===== src/rtl/alu_bank_if.sv =====
// Instruction handshake and accumulator readback bundle for alu_bank.
interface alu_bank_if #(
    parameter int WIDTH  = 8,
    parameter int ACCSEL = 2
);
    logic [4+ACCSEL+WIDTH-1:0] inst;
    logic                      inst_valid;
    logic                      inst_ready;
    logic [ACCSEL-1:0]         rd_sel;
    logic [WIDTH-1:0]          result;
    logic                      carry;
    logic                      zero;
    logic                      error;

    // Instruction sequencer / datapath consumer side
    modport master (
        output inst, inst_valid, rd_sel,
        input  inst_ready, result, carry, zero, error
    );

    // ALU bank side
    modport slave (
        input  inst, inst_valid, rd_sel,
        output inst_ready, result, carry, zero, error
    );
endinterface


===== src/rtl/alu_bank.sv =====
// Bank of 2**ACCSEL accumulators with carry/zero flags, executing immediate
// instructions under valid/ready; MUL is a WIDTH-cycle shift-add sequence.
module alu_bank #(
    parameter int WIDTH  = 8,
    parameter int ACCSEL = 2
) (
    input  logic       clk,
    input  logic       rst,
    alu_bank_if.slave  bus
);
    localparam int NACC = 1 << ACCSEL;
    localparam int SHW  = $clog2(WIDTH);
    localparam int CW   = $clog2(WIDTH) + 1;
    localparam logic [CW-1:0] LAST = CW'(WIDTH - 1);

    localparam logic [1:0] ST_RESET = 2'd0;
    localparam logic [1:0] ST_READY = 2'd1;
    localparam logic [1:0] ST_BUSY  = 2'd2;
    localparam logic [1:0] ST_ERROR = 2'd3;

    localparam logic [3:0] OP_NOP = 4'h0, OP_LDI = 4'h1, OP_ADD = 4'h2, OP_SUB = 4'h3;
    localparam logic [3:0] OP_NOT = 4'h4, OP_AND = 4'h5, OP_IOR = 4'h6, OP_XOR = 4'h7;
    localparam logic [3:0] OP_SHL = 4'h8, OP_SHR = 4'h9, OP_MUL = 4'hA, OP_ADC = 4'hB;
    localparam logic [3:0] OP_MOV = 4'hC;

    logic [1:0]         state_q, state_d;
    logic [WIDTH-1:0]   acc_q [NACC];
    logic [WIDTH-1:0]   acc_d [NACC];
    logic               carry_q, carry_d;
    logic               zero_q, zero_d;
    logic [2*WIDTH-1:0] prod_q, prod_d;
    logic [2*WIDTH-1:0] mcand_q, mcand_d;
    logic [WIDTH-1:0]   mplier_q, mplier_d;
    logic [CW-1:0]      cnt_q, cnt_d;
    logic [ACCSEL-1:0]  sel_q, sel_d;

    logic [3:0]         code;
    logic [ACCSEL-1:0]  sel;
    logic [WIDTH-1:0]   imm;
    logic [WIDTH-1:0]   a;
    logic [WIDTH:0]     sum;
    logic [WIDTH-1:0]   alu_val;
    logic               alu_c;
    logic               alu_wr;
    logic               alu_cwr;
    logic               is_mul;
    logic               illegal;
    logic [2*WIDTH-1:0] prod_nx;

    assign {code, sel, imm} = bus.inst;
    assign a = acc_q[sel];

    // Single-cycle operation result, flag effects and opcode class
    always_comb begin
        sum     = '0;
        alu_val = '0;
        alu_c   = 1'b0;
        alu_wr  = 1'b1;
        alu_cwr = 1'b0;
        is_mul  = 1'b0;
        illegal = 1'b0;
        case (code)
            OP_NOP: alu_wr = 1'b0;
            OP_LDI: alu_val = imm;
            OP_ADD: begin
                sum = {1'b0, a} + {1'b0, imm};
                alu_val = sum[WIDTH-1:0];
                alu_c = sum[WIDTH];
                alu_cwr = 1'b1;
            end
            OP_SUB: begin
                sum = {1'b0, a} - {1'b0, imm};
                alu_val = sum[WIDTH-1:0];
                alu_c = sum[WIDTH];
                alu_cwr = 1'b1;
            end
            OP_NOT: alu_val = ~a;
            OP_AND: alu_val = a & imm;
            OP_IOR: alu_val = a | imm;
            OP_XOR: alu_val = a ^ imm;
            OP_SHL: alu_val = a << imm[SHW-1:0];
            OP_SHR: alu_val = a >> imm[SHW-1:0];
            OP_MUL: begin
                alu_wr = 1'b0;
                is_mul = 1'b1;
            end
            OP_ADC: begin
                sum = {1'b0, a} + {1'b0, imm} + {{WIDTH{1'b0}}, carry_q};
                alu_val = sum[WIDTH-1:0];
                alu_c = sum[WIDTH];
                alu_cwr = 1'b1;
            end
            OP_MOV: alu_val = acc_q[imm[ACCSEL-1:0]];
            default: begin
                alu_wr = 1'b0;
                illegal = 1'b1;
            end
        endcase
    end

    assign prod_nx = prod_q + (mplier_q[0] ? mcand_q : '0);

    // Controller: accept, multiply sequencing and error lockout
    always_comb begin
        state_d  = state_q;
        acc_d    = acc_q;
        carry_d  = carry_q;
        zero_d   = zero_q;
        prod_d   = prod_q;
        mcand_d  = mcand_q;
        mplier_d = mplier_q;
        cnt_d    = cnt_q;
        sel_d    = sel_q;
        case (state_q)
            ST_RESET: state_d = ST_READY;
            ST_READY: begin
                if (bus.inst_valid) begin
                    if (illegal) begin
                        state_d = ST_ERROR;
                        acc_d   = '{default: '0};
                        carry_d = 1'b0;
                        zero_d  = 1'b0;
                    end else if (is_mul) begin
                        state_d  = ST_BUSY;
                        prod_d   = '0;
                        mcand_d  = {{WIDTH{1'b0}}, a};
                        mplier_d = imm;
                        cnt_d    = '0;
                        sel_d    = sel;
                    end else if (alu_wr) begin
                        acc_d[sel] = alu_val;
                        zero_d     = (alu_val == '0);
                        if (alu_cwr) carry_d = alu_c;
                    end
                end
            end
            ST_BUSY: begin
                prod_d   = prod_nx;
                mcand_d  = mcand_q << 1;
                mplier_d = mplier_q >> 1;
                cnt_d    = cnt_q + CW'(1);
                // The final step commits the product as it is formed, so the
                // write lands WIDTH edges after accept rather than one later.
                if (cnt_q == LAST) begin
                    acc_d[sel_q] = prod_nx[WIDTH-1:0];
                    carry_d      = |prod_nx[2*WIDTH-1:WIDTH];
                    zero_d       = (prod_nx[WIDTH-1:0] == '0);
                    state_d      = ST_READY;
                end
            end
            default: begin
                state_d = ST_ERROR;
                acc_d   = '{default: '0};
                carry_d = 1'b0;
                zero_d  = 1'b0;
            end
        endcase
    end

    // State and datapath registers, asynchronously cleared
    always_ff @(posedge clk or posedge rst) begin
        if (rst) begin
            state_q  <= ST_RESET;
            acc_q    <= '{default: '0};
            carry_q  <= 1'b0;
            zero_q   <= 1'b0;
            prod_q   <= '0;
            mcand_q  <= '0;
            mplier_q <= '0;
            cnt_q    <= '0;
            sel_q    <= '0;
        end else begin
            state_q  <= state_d;
            acc_q    <= acc_d;
            carry_q  <= carry_d;
            zero_q   <= zero_d;
            prod_q   <= prod_d;
            mcand_q  <= mcand_d;
            mplier_q <= mplier_d;
            cnt_q    <= cnt_d;
            sel_q    <= sel_d;
        end
    end

    assign bus.inst_ready = (state_q == ST_READY);
    assign bus.error      = (state_q == ST_ERROR);
    assign bus.result     = acc_q[bus.rd_sel];
    assign bus.carry      = carry_q;
    assign bus.zero       = zero_q;
endmodule


===== src/flat_wrapper.sv =====
// flat-port wrapper written by rule: the top's interface ports become plain ports
module alu_bank_flat 
#(
    parameter int WIDTH  = 8,
    parameter int ACCSEL = 2
)
  (clk, rst, bus_inst, bus_inst_valid, bus_rd_sel, bus_inst_ready, bus_result, bus_carry, bus_zero, bus_error);
  alu_bank_if #(.WIDTH(WIDTH), .ACCSEL(ACCSEL)) bus_i ();
  input  logic clk;
  input  logic rst;
  input wire logic [$bits(bus_i.inst)-1:0] bus_inst;
  input wire logic [$bits(bus_i.inst_valid)-1:0] bus_inst_valid;
  input wire logic [$bits(bus_i.rd_sel)-1:0] bus_rd_sel;
  output wire logic [$bits(bus_i.inst_ready)-1:0] bus_inst_ready;
  output wire logic [$bits(bus_i.result)-1:0] bus_result;
  output wire logic [$bits(bus_i.carry)-1:0] bus_carry;
  output wire logic [$bits(bus_i.zero)-1:0] bus_zero;
  output wire logic [$bits(bus_i.error)-1:0] bus_error;
  assign bus_i.inst = bus_inst;
  assign bus_i.inst_valid = bus_inst_valid;
  assign bus_i.rd_sel = bus_rd_sel;
  assign bus_inst_ready = bus_i.inst_ready;
  assign bus_result = bus_i.result;
  assign bus_carry = bus_i.carry;
  assign bus_zero = bus_i.zero;
  assign bus_error = bus_i.error;
  alu_bank #(.WIDTH(WIDTH), .ACCSEL(ACCSEL)) u_core (.clk(clk), .rst(rst), .bus(bus_i));
endmodule

===== config.mk =====
export PLATFORM = sky130hd
export DESIGN_NAME = alu_bank_flat
export DESIGN_NICKNAME = d
export VERILOG_FILES = /design/src/rtl/alu_bank_if.sv /design/src/rtl/alu_bank.sv /design/src/flat_wrapper.sv
export SDC_FILE = /design/constraint.sdc
export NUM_CORES = 1
export LEC_CHECK = 0
export CORE_ASPECT_RATIO = 1.5
export CORE_UTILIZATION = 40
export DETAILED_ROUTE_END_ITERATION = 8
export MAX_ROUTING_LAYER = met4
export PLACE_DENSITY = 0.62
export SYNTH_ARGS = -nofsm -noshare
export SYNTH_HDL_FRONTEND = slang
export SYNTH_SLANG_ARGS = --single-unit

===== constraint.sdc =====
create_clock -name clk -period 4.8 [get_ports clk]
set_input_delay 0.96 -clock clk [delete_from_list [all_inputs] [get_ports clk]]
set_output_delay 0.96 -clock clk [all_outputs]
set_load 0.03 [all_outputs]

==> results by group <==
Logic synthesis
  – Post-synth top cells: 137 x nand2_1, 82 x dfrtp_1, 77 x o21ai_0
  – Synth warn: 0
  – Syn avg cell area: 8.62 um2
  – Post-synthesis sequential area ratio: 0.255
  – Post-synth EDFFs: 0
  – Synth area leader: dfrtp_1
  – Top FF cell, synth: dfrtp_1
  – Cells after Synth: 934
  – Register bit total from synthesis: 82
  – Share of the synthesized area in the top cell type: 0.255
  – Mapped Nets: 1008
  – Asr flop ratio synth: 1.00
  – Synth cell types: 80
  – Dominant cells by area after synthesis: dfrtp_1 25%, mux4_2 10%, ha_1 8.1%, nand2_1 6.4%, o21ai_0 4.8%
  – Count leader, synth: nand2_1
  – Post-Syn Area: 8050 um2

Route
  – Initial DRT Pass Iterations: 5
  – Via-to-Cell Ratio: 6.29
  – DRC: 0
  – Drt wl/cell: 23.0 um
  – Via count: 7908
  – Number of routed nets with antenna violations: 0
  – DRT Wirelength: 28.9 mm
  – DRT iter0 DRCs: 724

Pwr
  – Total power: 4320 uW
  – Peak supply drop: 0.232 mV
  – Sequential Power Share: 0.266
  – Sw power: 2050 uW
  – P_int: 2270 uW
  – Leakage: 0.00396 uW
  – Combinational power share: 0.563
  – Pwr/cell area: 462 nW/um2
  – Clock power share: 0.171
  – Sw frac: 0.475

Critical path
  – CP Cell Sequence: clkdlybuf4s50_1 > buf_4 > mux4_2 > inv_1 > ha_1 > a21oi_1 > and2_0 > nor4b_1 > nor3_2 > or3_1 > a21o_1 > and2_1 > o41ai_1
  – Critical Path AT: 4.82 ns
  – Reg2reg start: u_core.mplier_q[0]
  – Worst path top cell family by delay: simple AND/OR/NAND/NOR gates
  – CP startpoint: bus_inst[8]
  – CP max-delay cell: mux4_2
  – Nature of the critical path endpoint: flop
  – Critical path type: input port to flop
  – WP buf/inv: 3
  – Crit-path max cell delay: 0.58 ns
  – Crit Path Max Fanout: 10
  – Crit path required time: 5.04 ns
  – Setup crit start kind: input port

Job
  – Maxcap violations: 0

Placed design
  – Post-DP Area: 9030 um2
  – GPL Wtd Cong: 0.954
  – Port Buffers: 30
  – Detailed Place HPWL: 22.3 mm
  – DP Worst Slack: -0.0762 ns

Timing
  – Max Freq: 0.219 GHz
  – Worst setup margin: 0.224 ns
  – Slew Limit Fails: 0
  – Clock skew: 0.0169 ns
  – Final period utilization: 0.953
  – Final setup fails: 0
  – Final min period: 4.58 ns
  – Rel. slew slack: 0.352
  – Final hold violation count: 0
  – Worst Max-Slew Pin Slew: 0.969 ns

Die
  – Core area: 19800 um2
  – Initial Util: 0.407
  – Rows: 63
  – Die footprint: 20700 um2
  – IO Count: 31
  – Chip height: 176 um
  – Die W: 118 um

Layout
  – Share of cells above drive strength 1: 0.169
  – Final #Nets: 1067
  – Area delta synth->final: 16.1%
  – Fin area: 9350 um2
  – ANT cells: 0

Min path
  – Worst hold path class: flop to flop
  – Hold path start: u_core.mcand_q[15]

CTS
  – CTS root buffer: clkbuf_16
  – Post-CTS Setup Repair Bufs: 0
  – CTS Buf Count: 9
  – Clk sink count: 82
  – CTS tree: yes
  – Clk slew on worst S/H paths: 0.07 ns
  – Clock Latency Late Sink: 0.35 ns
  – Max clock buf depth: 2
  – H-tree level count: 3

Global route
  – GRT overflow: 0
  – GRT Overall Usage: 0.293
  – Number of global-route vias before repair: 8053
  – Global-route wire length before repair: 45.3 mm
  – Largest net degree at the start of global routing: 48
  – Initial antenna violation count: 0

Outcome
  – Status: finished, final reports clean
==> kinds of logic (layout without fill, tap and decap cells) <==
logic type | Yosys count | in the layout | synth area share
multiplexers | 70 | 70 | 0.147
AND/OR/NAND/NOR | 327 | 327 | 0.198
XOR/XNOR | 32 | 32 | 0.0348
flip-flops | 82 | 82 | 0.255
AO/OA/AOI/OAI | 260 | 260 | 0.223
adder cells (fa/ha/maj) | 55 | 55 | 0.0883
buffers and inverters | 108 | 172 | 0.0544
==> timing repair <==
item | in CTS | in global routing
hold buffers | 0 | 0
endpoints found under the setup margin | 0 | 2
gates resized for setup | 0 | 1
==> power by group through the flow <==
stage	Combinational, uW	Sequential, uW	Clock (uW)
final	2430	1150	737
after CTS	2410	1140	749
after detailed placement	2390	1150	0
after global routing	2640	1170	773
after global placement	2380	1150	0
after floorplan	1590	1040	0
==> metrics by stage <==
step / hold slack, ns / utilization / cells / setup TNS, ns
3_3_place_gp: 0.453 / 0.457 / 1242 / 0
4_1_cts: 0.482 / 0.472 / 1258 / 0
3_5_place_dp: 0.465 / 0.457 / 1242 / -0.230
5_1_grt: 0.517 / 0.473 / 1258 / -0.0563
6_report: 0.474 / 0.473 / 1258 / 0
2_1_floorplan: 0.439 / - / 934 / 0
==> worst paths after layout <==
kind | cells after the start | slack [ns] | endpoint
setup / recovery | 13 | 0.22 | u_core.acc_q[23]
hold / removal | 2 | 0.47 | u_core.mcand_q[15]
setup reg to reg | 11 | 0.82 | u_core.bus.carry
hold reg to reg | 2 | 0.47 | u_core.mcand_q[15]
max in group asynchronous | 3 | 3.06 | u_core.mplier_q[1]
min in group asynchronous | 2 | 0.94 | u_core.acc_q[30]
==> layout by cell type, fill, tap and decap left out, types with 5 or more instances in the layout <==
cell             netlist  final
a211o_1                7      7
o221ai_1              17     17
xor2_1                17     17
nor2b_1                8      8
a21oi_1               34     34
and3_1                 9      9
o2111ai_1              8      8
nand4_1                6      6
mux2_2                14     14
clkdlybuf4s50_1        0     29
a221o_1                7      7
o211ai_1               7      7
nand2b_1              10     10
ha_1                  52     51
buf_4                  0     82
nor3_1                25     24
mux2i_1               19     19
dfrtp_1               82     82
inv_1                 43     42
xnor2_1               15     15
nand2_1              137    137
o21bai_1               5      5
o21ai_0               77     76
nor4_1                 8      8
a31oi_1               19     19
o22ai_1                6      6
and2_1                20     20
a21o_1                 7      7
clkbuf_16              0      9
nand3_1               30     30
mux4_2                36     36
nor2_1                46     46
a22oi_1               12     12
==> worst register-to-register path, stage by stage (launching register included) <==
cell and delay [ns]:
dfrtp_1 0.57, and2_1 0.27, ha_1 0.21, fa_1 0.49
a211oi_1 0.36, o21ai_1 0.21, a2111oi_0 0.59, o21bai_1 0.15
a21oi_1 0.20, xor2_1 0.23, nand4_1 0.23, a221o_1 0.37
==> sequential cells by signal, indices dropped and copies added, names as in the netlist <==
register	count
u_core.sel_q	2
u_core.cnt_q	4
u_core.acc_q	32
u_core.state_q	2
u_core.mcand_q	16
u_core.prod_q	16
u_core.bus.carry	1
u_core.mplier_q	8
u_core.bus.zero	1
==> layer usage <==
layer	vias to the layer above	part of all wire	routed length (um)	GRT usage
met5	-	0	0	-
met4	0	0.074	2150	0.207
met3	121	0.044	1290	0.0308
met2	340	0.51	14800	0.512
met1	3842	0.37	10600	0.308
li1	3605	-	-	-
==> final cells by class <==
cell class	count	area, um2
clock buffers	9	225
clock inverters	7	86.3
fillers	1938	10400
inverters	44	166
multi-input cells	744	5580
flip-flops and latches	82	2050
well taps	260	325
repair buffers	112	911
Note: power is estimated with default switching activity, not from simulation.
